===== src/rtl/pattern_scan_ctrl_pkg.sv =====
// ---------------------------------------------------------------------------
// pattern_scan_ctrl_pkg
// Shared definitions for the "10010" pattern scan controller:
//   - ctrl_state_t : controller sequencing states (IDLE / SHIFT / DONE)
//   - det_state_t  : serial detector states, A = nothing seen ... E = "1001"
//   - PATTERN      : the searched bit pattern, first-received bit is MSB
// ---------------------------------------------------------------------------
package pattern_scan_ctrl_pkg;

    typedef enum logic [1:0] {
        ST_IDLE  = 2'd0,
        ST_SHIFT = 2'd1,
        ST_DONE  = 2'd2
    } ctrl_state_t;

    typedef enum logic [2:0] {
        DET_A = 3'd0,   // no useful prefix
        DET_B = 3'd1,   // "1"
        DET_C = 3'd2,   // "10"
        DET_D = 3'd3,   // "100"
        DET_E = 3'd4    // "1001"
    } det_state_t;

    localparam logic [4:0] PATTERN = 5'b10010;

endpackage


===== src/rtl/pattern_scan_ctrl_if.sv =====
// ---------------------------------------------------------------------------
// pattern_scan_ctrl_if
// Bundles the producer-side request and the result signals of the scan
// controller.
//   start       : scan request (producer -> controller)
//   data_in     : WIDTH-bit word to scan (producer -> controller)
//   busy        : high while bits are being shifted
//   done        : one-cycle pulse after the last bit
//   match_cnt   : saturating match count of the last/current word
//   match_pulse : registered detector output
//   found / first_idx : only with PATTERN_FIRST_IDX_EN defined
// Modports: master = producer side, slave = controller side.
// ---------------------------------------------------------------------------
interface pattern_scan_ctrl_if #(
    parameter int WIDTH = 16,
    parameter int CNT_W = 5
`ifdef PATTERN_FIRST_IDX_EN
    ,
    parameter int IDX_W = 4
`endif
);

    logic             start;
    logic [WIDTH-1:0] data_in;
    logic             busy;
    logic             done;
    logic [CNT_W-1:0] match_cnt;
    logic             match_pulse;
`ifdef PATTERN_FIRST_IDX_EN
    logic             found;
    logic [IDX_W-1:0] first_idx;

    modport master (
        output start, data_in,
        input  busy, done, match_cnt, match_pulse, found, first_idx
    );

    modport slave (
        input  start, data_in,
        output busy, done, match_cnt, match_pulse, found, first_idx
    );
`else
    modport master (
        output start, data_in,
        input  busy, done, match_cnt, match_pulse
    );

    modport slave (
        input  start, data_in,
        output busy, done, match_cnt, match_pulse
    );
`endif

endinterface


===== src/rtl/pattern_scan_ctrl_det.sv =====
// ---------------------------------------------------------------------------
// seq_det_10010
// Overlapping Mealy detector for the serial pattern "10010".
//   clk : rising-edge clock
//   rst : asynchronous active-high reset (state -> A)
//   clr : synchronous clear (state -> A), has priority over j
//   j   : serial input bit
//   w   : combinational match flag, high in the cycle the final 0 arrives
// After a match the detector continues from "10", so overlapping
// occurrences inside one word are all reported.
// ---------------------------------------------------------------------------
module seq_det_10010
    import pattern_scan_ctrl_pkg::*;
(
    input  logic clk,
    input  logic rst,
    input  logic clr,
    input  logic j,
    output logic w
);

    det_state_t ps_r;
    det_state_t ns_s;

    // Detector state register with async reset and sync clear.
    always_ff @(posedge clk or posedge rst) begin
        if (rst) begin
            ps_r <= DET_A;
        end else if (clr) begin
            ps_r <= DET_A;
        end else begin
            ps_r <= ns_s;
        end
    end

    // Next-state logic; fall-back states are the longest prefix still valid.
    always_comb begin
        ns_s = ps_r;
        case (ps_r)
            DET_A:   ns_s = (j == PATTERN[4]) ? DET_B : DET_A;
            DET_B:   ns_s = (j == PATTERN[3]) ? DET_C : DET_B;
            DET_C:   ns_s = (j == PATTERN[2]) ? DET_D : DET_B;
            DET_D:   ns_s = (j == PATTERN[1]) ? DET_E : DET_A;
            // Match completes here: its tail "10" is the restart prefix.
            DET_E:   ns_s = (j == PATTERN[0]) ? DET_C : DET_B;
            default: ns_s = DET_A;
        endcase
    end

    assign w = (ps_r == DET_E) && (j == PATTERN[0]);

endmodule


===== src/rtl/pattern_scan_ctrl.sv =====
// ---------------------------------------------------------------------------
// pattern_scan_ctrl
// Latches a WIDTH-bit word on start, feeds it MSB-first into the "10010"
// detector one bit per clock, counts matches (saturating) and pulses done
// one cycle after the last bit.
// Ports:
//   clk : rising-edge clock
//   rst : asynchronous active-high reset
//   bus : pattern_scan_ctrl_if.slave (start, data_in, busy, done,
//         match_cnt, match_pulse [, found, first_idx])
// Optional feature macro: PATTERN_FIRST_IDX_EN adds found/first_idx, which
// record the index (0 = MSB) of the bit that completes the first match.
// ---------------------------------------------------------------------------
module pattern_scan_ctrl
    import pattern_scan_ctrl_pkg::*;
#(
    parameter int WIDTH = 16,
    parameter int CNT_W = 5,
    parameter int IDX_W = 4
) (
    input  logic              clk,
    input  logic              rst,
    pattern_scan_ctrl_if.slave bus
);

    ctrl_state_t      state_r;
    ctrl_state_t      next_state_s;
    logic             accept_s;
    logic [WIDTH-1:0] shreg_r;
    logic [IDX_W-1:0] idx_r;
    logic [CNT_W-1:0] cnt_r;
    logic             busy_r;
    logic             done_r;
    logic             pulse_r;
    logic             det_w_s;
    logic             in_shift_s;

    assign in_shift_s = (state_r == ST_SHIFT);

    seq_det_10010 u_det (
        .clk (clk),
        .rst (rst),
        .clr (accept_s),
        .j   (shreg_r[WIDTH-1]),
        .w   (det_w_s)
    );

    // Controller state register.
    always_ff @(posedge clk or posedge rst) begin
        if (rst) begin
            state_r <= ST_IDLE;
        end else begin
            state_r <= next_state_s;
        end
    end

    // Next-state decode; start is only honoured in IDLE.
    always_comb begin
        next_state_s = state_r;
        accept_s     = 1'b0;
        case (state_r)
            ST_IDLE: begin
                if (bus.start) begin
                    next_state_s = ST_SHIFT;
                    accept_s     = 1'b1;
                end else begin
                    next_state_s = ST_IDLE;
                end
            end
            ST_SHIFT: begin
                if (idx_r == IDX_W'(WIDTH - 1)) begin
                    next_state_s = ST_DONE;
                end else begin
                    next_state_s = ST_SHIFT;
                end
            end
            ST_DONE: next_state_s = ST_IDLE;
            default: next_state_s = ST_IDLE;
        endcase
    end

    // Datapath: word latch/shift, bit index, match counter, status flags.
    always_ff @(posedge clk or posedge rst) begin
        if (rst) begin
            shreg_r <= '0;
            idx_r   <= '0;
            cnt_r   <= '0;
            busy_r  <= 1'b0;
            done_r  <= 1'b0;
            pulse_r <= 1'b0;
        end else begin
            // Flags follow the upcoming state so they are aligned with it.
            busy_r  <= (next_state_s == ST_SHIFT);
            done_r  <= (next_state_s == ST_DONE);
            // The detector keeps clocking outside SHIFT; ignore it there.
            pulse_r <= in_shift_s && det_w_s;
            if (accept_s) begin
                shreg_r <= bus.data_in;
                idx_r   <= '0;
                cnt_r   <= '0;
            end else if (in_shift_s) begin
                shreg_r <= {shreg_r[WIDTH-2:0], 1'b0};
                idx_r   <= idx_r + IDX_W'(1);
                if (det_w_s && (cnt_r != {CNT_W{1'b1}})) begin
                    cnt_r <= cnt_r + CNT_W'(1);
                end else begin
                    cnt_r <= cnt_r;
                end
            end else begin
                shreg_r <= shreg_r;
                idx_r   <= idx_r;
                cnt_r   <= cnt_r;
            end
        end
    end

    assign bus.busy        = busy_r;
    assign bus.done        = done_r;
    assign bus.match_cnt   = cnt_r;
    assign bus.match_pulse = pulse_r;

`ifdef PATTERN_FIRST_IDX_EN
    logic             found_r;
    logic [IDX_W-1:0] first_idx_r;

    // First-match capture: index of the bit completing the first match.
    always_ff @(posedge clk or posedge rst) begin
        if (rst) begin
            found_r     <= 1'b0;
            first_idx_r <= '0;
        end else if (accept_s) begin
            found_r     <= 1'b0;
            first_idx_r <= '0;
        end else if (in_shift_s && det_w_s && !found_r) begin
            found_r     <= 1'b1;
            first_idx_r <= idx_r;
        end else begin
            found_r     <= found_r;
            first_idx_r <= first_idx_r;
        end
    end

    assign bus.found     = found_r;
    assign bus.first_idx = first_idx_r;
`endif

endmodule


===== src/flat_wrapper.sv =====
// flat-port wrapper written by rule: the top's interface ports become plain ports
module pattern_scan_ctrl_flat import pattern_scan_ctrl_pkg::*;
#(
    parameter int WIDTH = 16,
    parameter int CNT_W = 5,
    parameter int IDX_W = 4
)
  (clk, rst, bus_start, bus_data_in, bus_busy, bus_done, bus_match_cnt, bus_match_pulse);
  pattern_scan_ctrl_if #(.WIDTH(WIDTH), .CNT_W(CNT_W)) bus_i ();
  input  logic clk;
  input  logic rst;
  input wire logic [$bits(bus_i.start)-1:0] bus_start;
  input wire logic [$bits(bus_i.data_in)-1:0] bus_data_in;
  output wire logic [$bits(bus_i.busy)-1:0] bus_busy;
  output wire logic [$bits(bus_i.done)-1:0] bus_done;
  output wire logic [$bits(bus_i.match_cnt)-1:0] bus_match_cnt;
  output wire logic [$bits(bus_i.match_pulse)-1:0] bus_match_pulse;
  assign bus_i.start = bus_start;
  assign bus_i.data_in = bus_data_in;
  assign bus_busy = bus_i.busy;
  assign bus_done = bus_i.done;
  assign bus_match_cnt = bus_i.match_cnt;
  assign bus_match_pulse = bus_i.match_pulse;
  pattern_scan_ctrl #(.WIDTH(WIDTH), .CNT_W(CNT_W), .IDX_W(IDX_W)) u_core (.clk(clk), .rst(rst), .bus(bus_i));
endmodule

===== config.mk =====
export PLATFORM = sky130hd
export DESIGN_NAME = pattern_scan_ctrl_flat
export DESIGN_NICKNAME = d
export VERILOG_FILES = /design/src/rtl/pattern_scan_ctrl_pkg.sv /design/src/rtl/pattern_scan_ctrl_if.sv /design/src/rtl/pattern_scan_ctrl_det.sv /design/src/rtl/pattern_scan_ctrl.sv /design/src/flat_wrapper.sv
export SDC_FILE = /design/constraint.sdc
export NUM_CORES = 1
export LEC_CHECK = 0
export ABC_AREA = 1
export BUFFER_PORTS_ARGS = -buffer_cell sky130_fd_sc_hd__buf_2
export CORE_UTILIZATION = 45
export CTS_CLUSTER_SIZE = 40
export DETAILED_ROUTE_END_ITERATION = 10
export MAX_ROUTING_LAYER = met4
export PLACE_DENSITY = 0.66
export SKIP_LAST_GASP = 1
export SYNTH_ARGS = -nofsm -noshare
export SYNTH_HDL_FRONTEND = slang
export SYNTH_SLANG_ARGS = --single-unit

===== constraint.sdc =====
create_clock -name clk -period 1.5 [get_ports clk]
set_input_delay 0.15 -clock clk [delete_from_list [all_inputs] [get_ports clk]]
set_output_delay 0.15 -clock clk [all_outputs]
set_load 0.02 [all_outputs]

==> results.yml, run 1 <==
final_layout:
  area_delta_synth_final_pct: 15.7
  final_net_count: 228
  antenna_cells: 0
  fin_area_mm2: 0.00176
  fraction_of_final_layout_cells_with_drive_strength_greater_than_1_pct: 23.8
synth:
  sequential_element_share_of_the_synthesized_area_pct: 54.2
  yosys-top-cells-area: "sky130_fd_sc_hd__dfrtp_1 (54%), sky130_fd_sc_hd__nand2_1 (16%), sky130_fd_sc_hd__nand3_1 (7.9%)"
  synth.distinct_cells: 24
  synth.area.mux_share_pct: 0
  synth_top_area_share_pct: 54.2
  syn-mean-instance-area_um2: 8.86
  mapped_nets: 194
  syn-cell-area_mm2: 0.00152
  synth-simple-area-share_pct: 34.0
  gate_count_of_the_mapped_netlist: 172
  synth_compound_gate_area_share_pct: 3.28
  post_synth_fa_ha_maj_area_fraction_pct: 2.46
  post_synth_xor_area_fraction_pct: 0
  synth_largest_area_cell: "sky130_fd_sc_hd__dfrtp_1"
  dominant_combinational_cell_family_by_area_after_synthesis: "simple AND/OR/NAND/NOR gates"
  synth_warnings: 0
  postSynthRegisterBits: 33
global_route:
  grt_overflow: 0
  global_route.usage.total_pct: 19.0
  grt_pass1_vias: 1173
  grt_antenna_before_repair: 0
  grt_max_degree: 34
  wire_length_of_the_first_global_routing_pass_um: 4860
worst_setup_path:
  reg2reg_depth: 8
  worst-endpoint-required_ns: 1.72
  timing.critical_path.fanout_max: 6
  critical_path.slowest_cell: "sky130_fd_sc_hd__dfrtp_1"
  r2r_start: "u_core.bus.match_cnt[0]$_DFFE_PP0P_"
  timing.critical_path.cells: "ha_1, nand2_1, nor2_1, ha_1, inv_2, nand3_4, nand3_1, nand2_1"
  cp-end-kind: "register"
  timing_worst_setup_path_type: "reg2reg"
  crit_path_max_incr_delay_ns: 0.39
  crit-reg2reg-capture: "u_core.bus.match_cnt[2]$_DFFE_PP0P_"
  critPathTopFamily: "flip-flops"
  cp_num_buf_inv: 1
  element_type_at_the_critical_path_start: "register"
  setup.reg_to_reg.worst_slack_ns: 0.13
  worst_ep_arrival_time_ns: 1.58
timing:
  slew_violations: 0
  timing_hold_violations_final: 0
  worst_slew_pin_slew_ns: 0.409
  clock-skew-final_ns: 0.00265
  max_slew_margin_pct: 72.7
  achievable-frequency_ghz: 0.731
  timing.final.ws_setup_ns: 0.132
  setup_viol: 0
  layout_min_cycle_time_ns: 1.37
  timing.setup.tns_ns: 0
  final_min_period_over_clock_period_pct: 91.2
  grt_setup_unrepaired: "no"
place:
  dp_hpwl_um: 2010
  placedInstanceArea_mm2: 0.00169
  buffer_ports.inserted: 26
  gp_routability_congestion: 0.734
  post-place-ws_ns: 0.0547
drt:
  ant_nets: 0
  wl_per_cell_um: 11.2
  first_pass_iters: 4
  avgViaCountPerCell: 4.98
  detailed_route_wl_um: 2790
  drt-initial-drc-count: 44
  dr_total_vias: 1246
  post-route-drc-count: 0
worst_hold_path:
  hold_path_end: "u_core.shreg_r[13]$_DFFE_PP0P_"
  hold_path_startpoint: "bus_data_in[13]"
  min-delay-path-class: "in2reg"
  number_of_cells_on_the_worst_hold_path: 3
cts:
  clk_pin_slew_ns: 0.09
  cts-root-to-sink-buffers: 2
  clkLatencyLatePin_ns: 0.32
  htree_levels: 2
  cts_made_buffers: 5
  root_buffer: "sky130_fd_sc_hd__clkbuf_4"
  tritoncts: "built"
  cts_sink_count: 33
die:
  fp.coreArea_mm2: 0.00313
  num_rows: 20
  floorplan.io_pins: 27
  die_area_mm2: 0.00362
  floorplan.die.height_um: 60.2
  start_util_pct: 48.7
  dieWidth_um: 60.2
pwr:
  ir_worst_vdd_uv: 727
  pwr_density_cell_mw_per_mm2: 1600
  p_leak_nw: 0.934
  total_power_mw: 2.82
run_status:
  status: "complete, no violations"
run:
  max_cap_viols: 0
==> cells in the final DEF, fill, tap and decap left out, types with 3 or more instances in the layout <==
cell	instances
sky130_fd_sc_hd__inv_1	8
sky130_fd_sc_hd__dfrtp_1	33
sky130_fd_sc_hd__nand3_1	24
sky130_fd_sc_hd__buf_4	4
sky130_fd_sc_hd__ha_1	3
sky130_fd_sc_hd__inv_2	3
sky130_fd_sc_hd__o21ai_0	3
sky130_fd_sc_hd__nand2_1	63
sky130_fd_sc_hd__clkbuf_4	5
sky130_fd_sc_hd__nor2_1	9
sky130_fd_sc_hd__buf_2	26
sky130_fd_sc_hd__nand4_1	4
==> layer usage <==
layer  GRT usage (%)  part of all wire, %  vias to the layer above
li1                -                    -                      626
met1            22.6                   46                      587
met2            30.3                   48                       28
met3            4.55                  4.5                        5
met4            8.97                  1.5                        0
met5               -                    0                        -
==> cells by family (layout without fill, tap and decap cells) <==
logic type               after synthesis  count (layout)
flip-flops                            33              33
AND/OR/NAND/NOR                      111             111
buffers and inverters                 17              51
AO/OA/AOI/OAI                          8               8
adder cells (fa/ha/maj)                3               3
==> through the flow <==
| step | hold WS (ns) | std cells | util, % |
|---|---|---|---|
| finish | 0.0414 | 250 | 56.4 |
| global route | 0.0387 | 250 | 56.4 |
| CTS | 0.0270 | 249 | 56.1 |
| detailed placement | 0.258 | 241 | 54.0 |
| global placement | 0.258 | 241 | 54.0 |
| floorplan | 0.279 | 172 | - |
==> power breakdown <==
group | internal [mW] | switching (mW) | total [mW] | leakage [nW]
logic | 0.363 | 0.595 | 0.958 | 0.475
registers | 1.19 | 0.191 | 1.38 | 0.427
clock network | 0.221 | 0.264 | 0.485 | 0.0314
==> flip-flops by register name, indices dropped and copies added (netlist names) <==
| name | flops |
|---|---|
| u_core.u_det.ps_r | 3 |
| u_core.idx_r | 4 |
| u_core.bus.match_pulse | 1 |
| u_core.state_r | 2 |
| u_core.bus.busy | 1 |
| u_core.bus.done | 1 |
| u_core.bus.match_cnt | 5 |
| u_core.shreg_r | 16 |
==> area by class of cell <==
type                    instances  area, µm²
clock buffers                   7       55.1
fillers                       308       1370
inverters                      13       51.3
multi-input cells             122        606
flip-flops and latches         33        826
well taps                      44       55.1
repair buffers                 31        170
==> synth_stat cells <==
master	number
sky130_fd_sc_hd__a21oi_1	2
sky130_fd_sc_hd__a22o_1	2
sky130_fd_sc_hd__buf_4	1
sky130_fd_sc_hd__buf_6	3
sky130_fd_sc_hd__clkinv_1	1
sky130_fd_sc_hd__dfrtp_1	33
sky130_fd_sc_hd__ha_1	3
sky130_fd_sc_hd__inv_1	9
sky130_fd_sc_hd__inv_2	2
sky130_fd_sc_hd__inv_4	1
sky130_fd_sc_hd__nand2_1	63
sky130_fd_sc_hd__nand2_2	1
sky130_fd_sc_hd__nand2_4	2
sky130_fd_sc_hd__nand3_1	24
sky130_fd_sc_hd__nand3_2	1
sky130_fd_sc_hd__nand3_4	1
sky130_fd_sc_hd__nand4_1	4
sky130_fd_sc_hd__nor2_1	9
sky130_fd_sc_hd__nor2_2	2
sky130_fd_sc_hd__nor2_4	2
sky130_fd_sc_hd__nor3_1	1
sky130_fd_sc_hd__nor4_1	1
sky130_fd_sc_hd__o211ai_1	1
sky130_fd_sc_hd__o21ai_0	3
==> worst min-delay path, stage by stage <==
cell	delay [ns]
sky130_fd_sc_hd__buf_2	0.08
sky130_fd_sc_hd__nand2_1	0.04
sky130_fd_sc_hd__nand3_1	0.06
==> repair_timing <==
action	CTS	global route
hold buffers	1	0
gates resized for setup	0	1
endpoints found under the setup margin	0	5
hold endpoints to repair	33	0
buffers inserted	0	1
==> worst max-delay path by stage <==
stage	start	endpoint	slack (ns)	cells after the start
2_1_floorplan	u_core.bus.match_cnt[0]$_DFFE_PP0P_	u_core.bus.match_cnt[1]$_DFFE_PP0P_	0.04	9
3_3_place_gp	u_core.bus.match_cnt[1]$_DFFE_PP0P_	u_core.bus.match_cnt[1]$_DFFE_PP0P_	0.14	8
3_5_place_dp	u_core.bus.match_cnt[1]$_DFFE_PP0P_	u_core.bus.match_cnt[0]$_DFFE_PP0P_	0.05	8
4_1_cts	u_core.bus.match_cnt[1]$_DFFE_PP0P_	u_core.bus.match_cnt[0]$_DFFE_PP0P_	0.03	8
5_1_grt	u_core.bus.match_cnt[1]$_DFFE_PP0P_	u_core.bus.match_cnt[1]$_DFFE_PP0P_	0.01	9
6_report	u_core.bus.match_cnt[0]$_DFFE_PP0P_	u_core.bus.match_cnt[2]$_DFFE_PP0P_	0.13	8
Power figures use the tool's default switching activity.
==> run 2: changes to the inputs <==
- CORE_UTILIZATION: 45 -> 54
- HOLD_SLACK_MARGIN: default -> 0.05
- PLACE_DENSITY: 0.66 -> 0.77
- SETUP_SLACK_MARGIN: default -> 0.4
==> results.yml, run 2 (synthesized netlist as in run 1, its figures left out) <==
final_layout:
  final_cell_mix: "sky130_fd_sc_hd__nand2_1 (41), sky130_fd_sc_hd__dfrtp_1 (28), sky130_fd_sc_hd__buf_2 (22)"
  area_delta_synth_final_pct: 56.0
  fraction_of_final_layout_cells_with_drive_strength_greater_than_1_pct: 49.2
  largest_reg_flops: 16
  regMostFlops: "u_core.shreg_r"
  final_net_count: 257
  antenna_cells: 0
  leading_cell_type_in_the_layout_fill_and_taps_excluded: "sky130_fd_sc_hd__nand2_1"
cts:
  clk_pin_slew_ns: 0.11
  cts_sink_count: 33
  htree_levels: 2
  cts_made_buffers: 5
  cts-root-to-sink-buffers: 2
  tritoncts: "built"
  root_buffer: "sky130_fd_sc_hd__clkbuf_4"
  clkLatencyLatePin_ns: 0.34
worst_setup_path:
  worst-endpoint-required_ns: 1.75
  r2r_start: "u_core.bus.match_cnt[0]$_DFFE_PP0P_"
  critPathMostFrequentCell: "sky130_fd_sc_hd__ha_4"
  crit_path_max_incr_delay_ns: 0.45
  critical_path.slowest_cell: "sky130_fd_sc_hd__dfrtp_2"
  timing.critical_path.fanout_max: 6
  crit_path_start: "u_core.bus.match_cnt[0]$_DFFE_PP0P_"
  cp-end-kind: "register"
  timing.critical_path.cells: "ha_4, nand2_4, nor2_4, ha_4, inv_4, nand3_4, nand3_1, nand2_1"
  element_type_at_the_critical_path_start: "register"
  worst_ep_arrival_time_ns: 1.62
  timing_worst_setup_path_type: "reg2reg"
place:
  buffer_ports.inserted: 26
  post-place-ws_ns: 0.149
  dp_hpwl_um: 1980
  gp_routability_congestion: 0.742
die:
  start_util_pct: 59.4
  fp.coreArea_mm2: 0.00257
  dieWidth_um: 55.1
  floorplan.die.height_um: 55.1
  die_area_mm2: 0.00304
  floorplan.io_pins: 27
  num_rows: 18
worst_hold_path:
  hold_path_startpoint: "bus_data_in[15]"
  min-delay-path-class: "in2reg"
timing:
  grt_setup_unrepaired: "yes"
  slew_violations: 0
  layout_min_cycle_time_ns: 1.37
  timing_hold_violations_final: 0
  timing.setup.tns_ns: 0
  max_slew_margin_pct: 74.3
  timing.final.ws_setup_ns: 0.130
  clock-skew-final_ns: 0.0110
  setup_viol: 0
  achievable-frequency_ghz: 0.730
  final_min_period_over_clock_period_pct: 91.3
  worst_slew_pin_slew_ns: 0.385
drt:
  dr_total_vias: 1568
  ant_nets: 0
  wl_per_cell_um: 19.6
  detailed_route_wl_um: 5220
  first_pass_iters: 6
  avgViaCountPerCell: 5.89
  post-route-drc-count: 0
  drt-initial-drc-count: 56
global_route:
  wire_length_of_the_first_global_routing_pass_um: 5490
  global_route.usage.total_pct: 27.6
  grt_pass1_vias: 1316
  grt_overflow: 0
  grt_max_degree: 28
  grt_antenna_before_repair: 0
pwr:
  p_leak_nw: 1.23
  pwr_density_cell_mw_per_mm2: 1530
  ir_worst_vdd_uv: 1660
run:
  max_cap_viols: 0
run_status:
  status: "complete, no violations"
-- run 2: changes by cell type in the layout (fill, tap and decap cells not counted), sizes merged --
cell / change
clkinv: +1
inv: +1
dlygate4sd3: +14
nand2: +1
buf: +11
nand3: +1
clkbuf: +1
-- run 2: per-stage QoR --
| step | hold slack [ns] | util [%] | total power, mW | cell area (µm²) | instances |
|---|---|---|---|---|---|
| 2_1_floorplan | 0.279 | - | 2.15 | 1550 | 172 |
| 3_3_place_gp | 0.103 | 66.4 | 2.31 | 1700 | 226 |
| 3_5_place_dp | 0.116 | 66.4 | 2.35 | 1700 | 226 |
| 4_1_cts | 0.0521 | 78.1 | 2.99 | 2010 | 256 |
| 5_1_grt | 0.0626 | 92.6 | 3.82 | 2380 | 266 |
| 6_report | 0.0576 | 92.6 | 3.63 | 2380 | 266 |
-- run 2: final cells by class --
cell class,instances,area [µm²]
Sequential cell,33,832
Inverter,13,76.3
Multi-Input combinational cell,124,902
Clock buffer,8,58.8
Timing Repair Buffer,56,453
Timing Repair inverter,2,17.5
Fill cell,89,190
Tap cell,30,37.5
-- run 2: path summary, 6_finish.rpt --
kind                                                  endpoint  slack (ns)  cells after the start
setup / recovery           u_core.bus.match_cnt[3]$_DFFE_PP0P_        0.13                      8
hold / removal                  u_core.shreg_r[15]$_DFFE_PP0P_        0.06                      3
setup reg to reg           u_core.bus.match_cnt[3]$_DFFE_PP0P_        0.13                      8
hold reg to reg                 u_core.u_det.ps_r[1]$_DFF_PP0_        0.49                      1
max in group asynchronous          u_core.state_r[0]$_DFF_PP0_        0.70                      4
min in group asynchronous  u_core.bus.match_cnt[3]$_DFFE_PP0P_        0.31                      3
-- run 2: where the power goes --
part	internal [mW]	total, mW	switching, mW
logic	0.659	1.61	0.948
clock network	0.231	0.543	0.312
registers	1.19	1.48	0.286
total	2.08	3.63	1.55
-- run 2: critical path, delay by kind of cell, from the launching register on --
kind / cells / cell delay (ns)
flops: 1 / 0.45
simple gates: 5 / 0.41
fa+ha+maj: 2 / 0.34
buf+inv: 1 / 0.07
-- run 2: timing repair --
action | in CTS | in global routing
pin swaps | 2 | 29
setup buffers | 7 | 5
endpoints found under the setup margin | 29 | 34
hold endpoints to repair | 19 | 1
hold buffers | 14 | 1
gates resized for setup | 11 | 74
gates cloned | 1 | 4
-- run 2: routing by layer --
metal / global-route usage, % / vias up / part of all wire (%)
met5: - / - / 0
li1: - / 686 / -
met2: 45.8 / 93 / 53
met4: 13.3 / 0 / 4.3
met1: 29.9 / 763 / 36
met3: 8.74 / 26 / 6.4
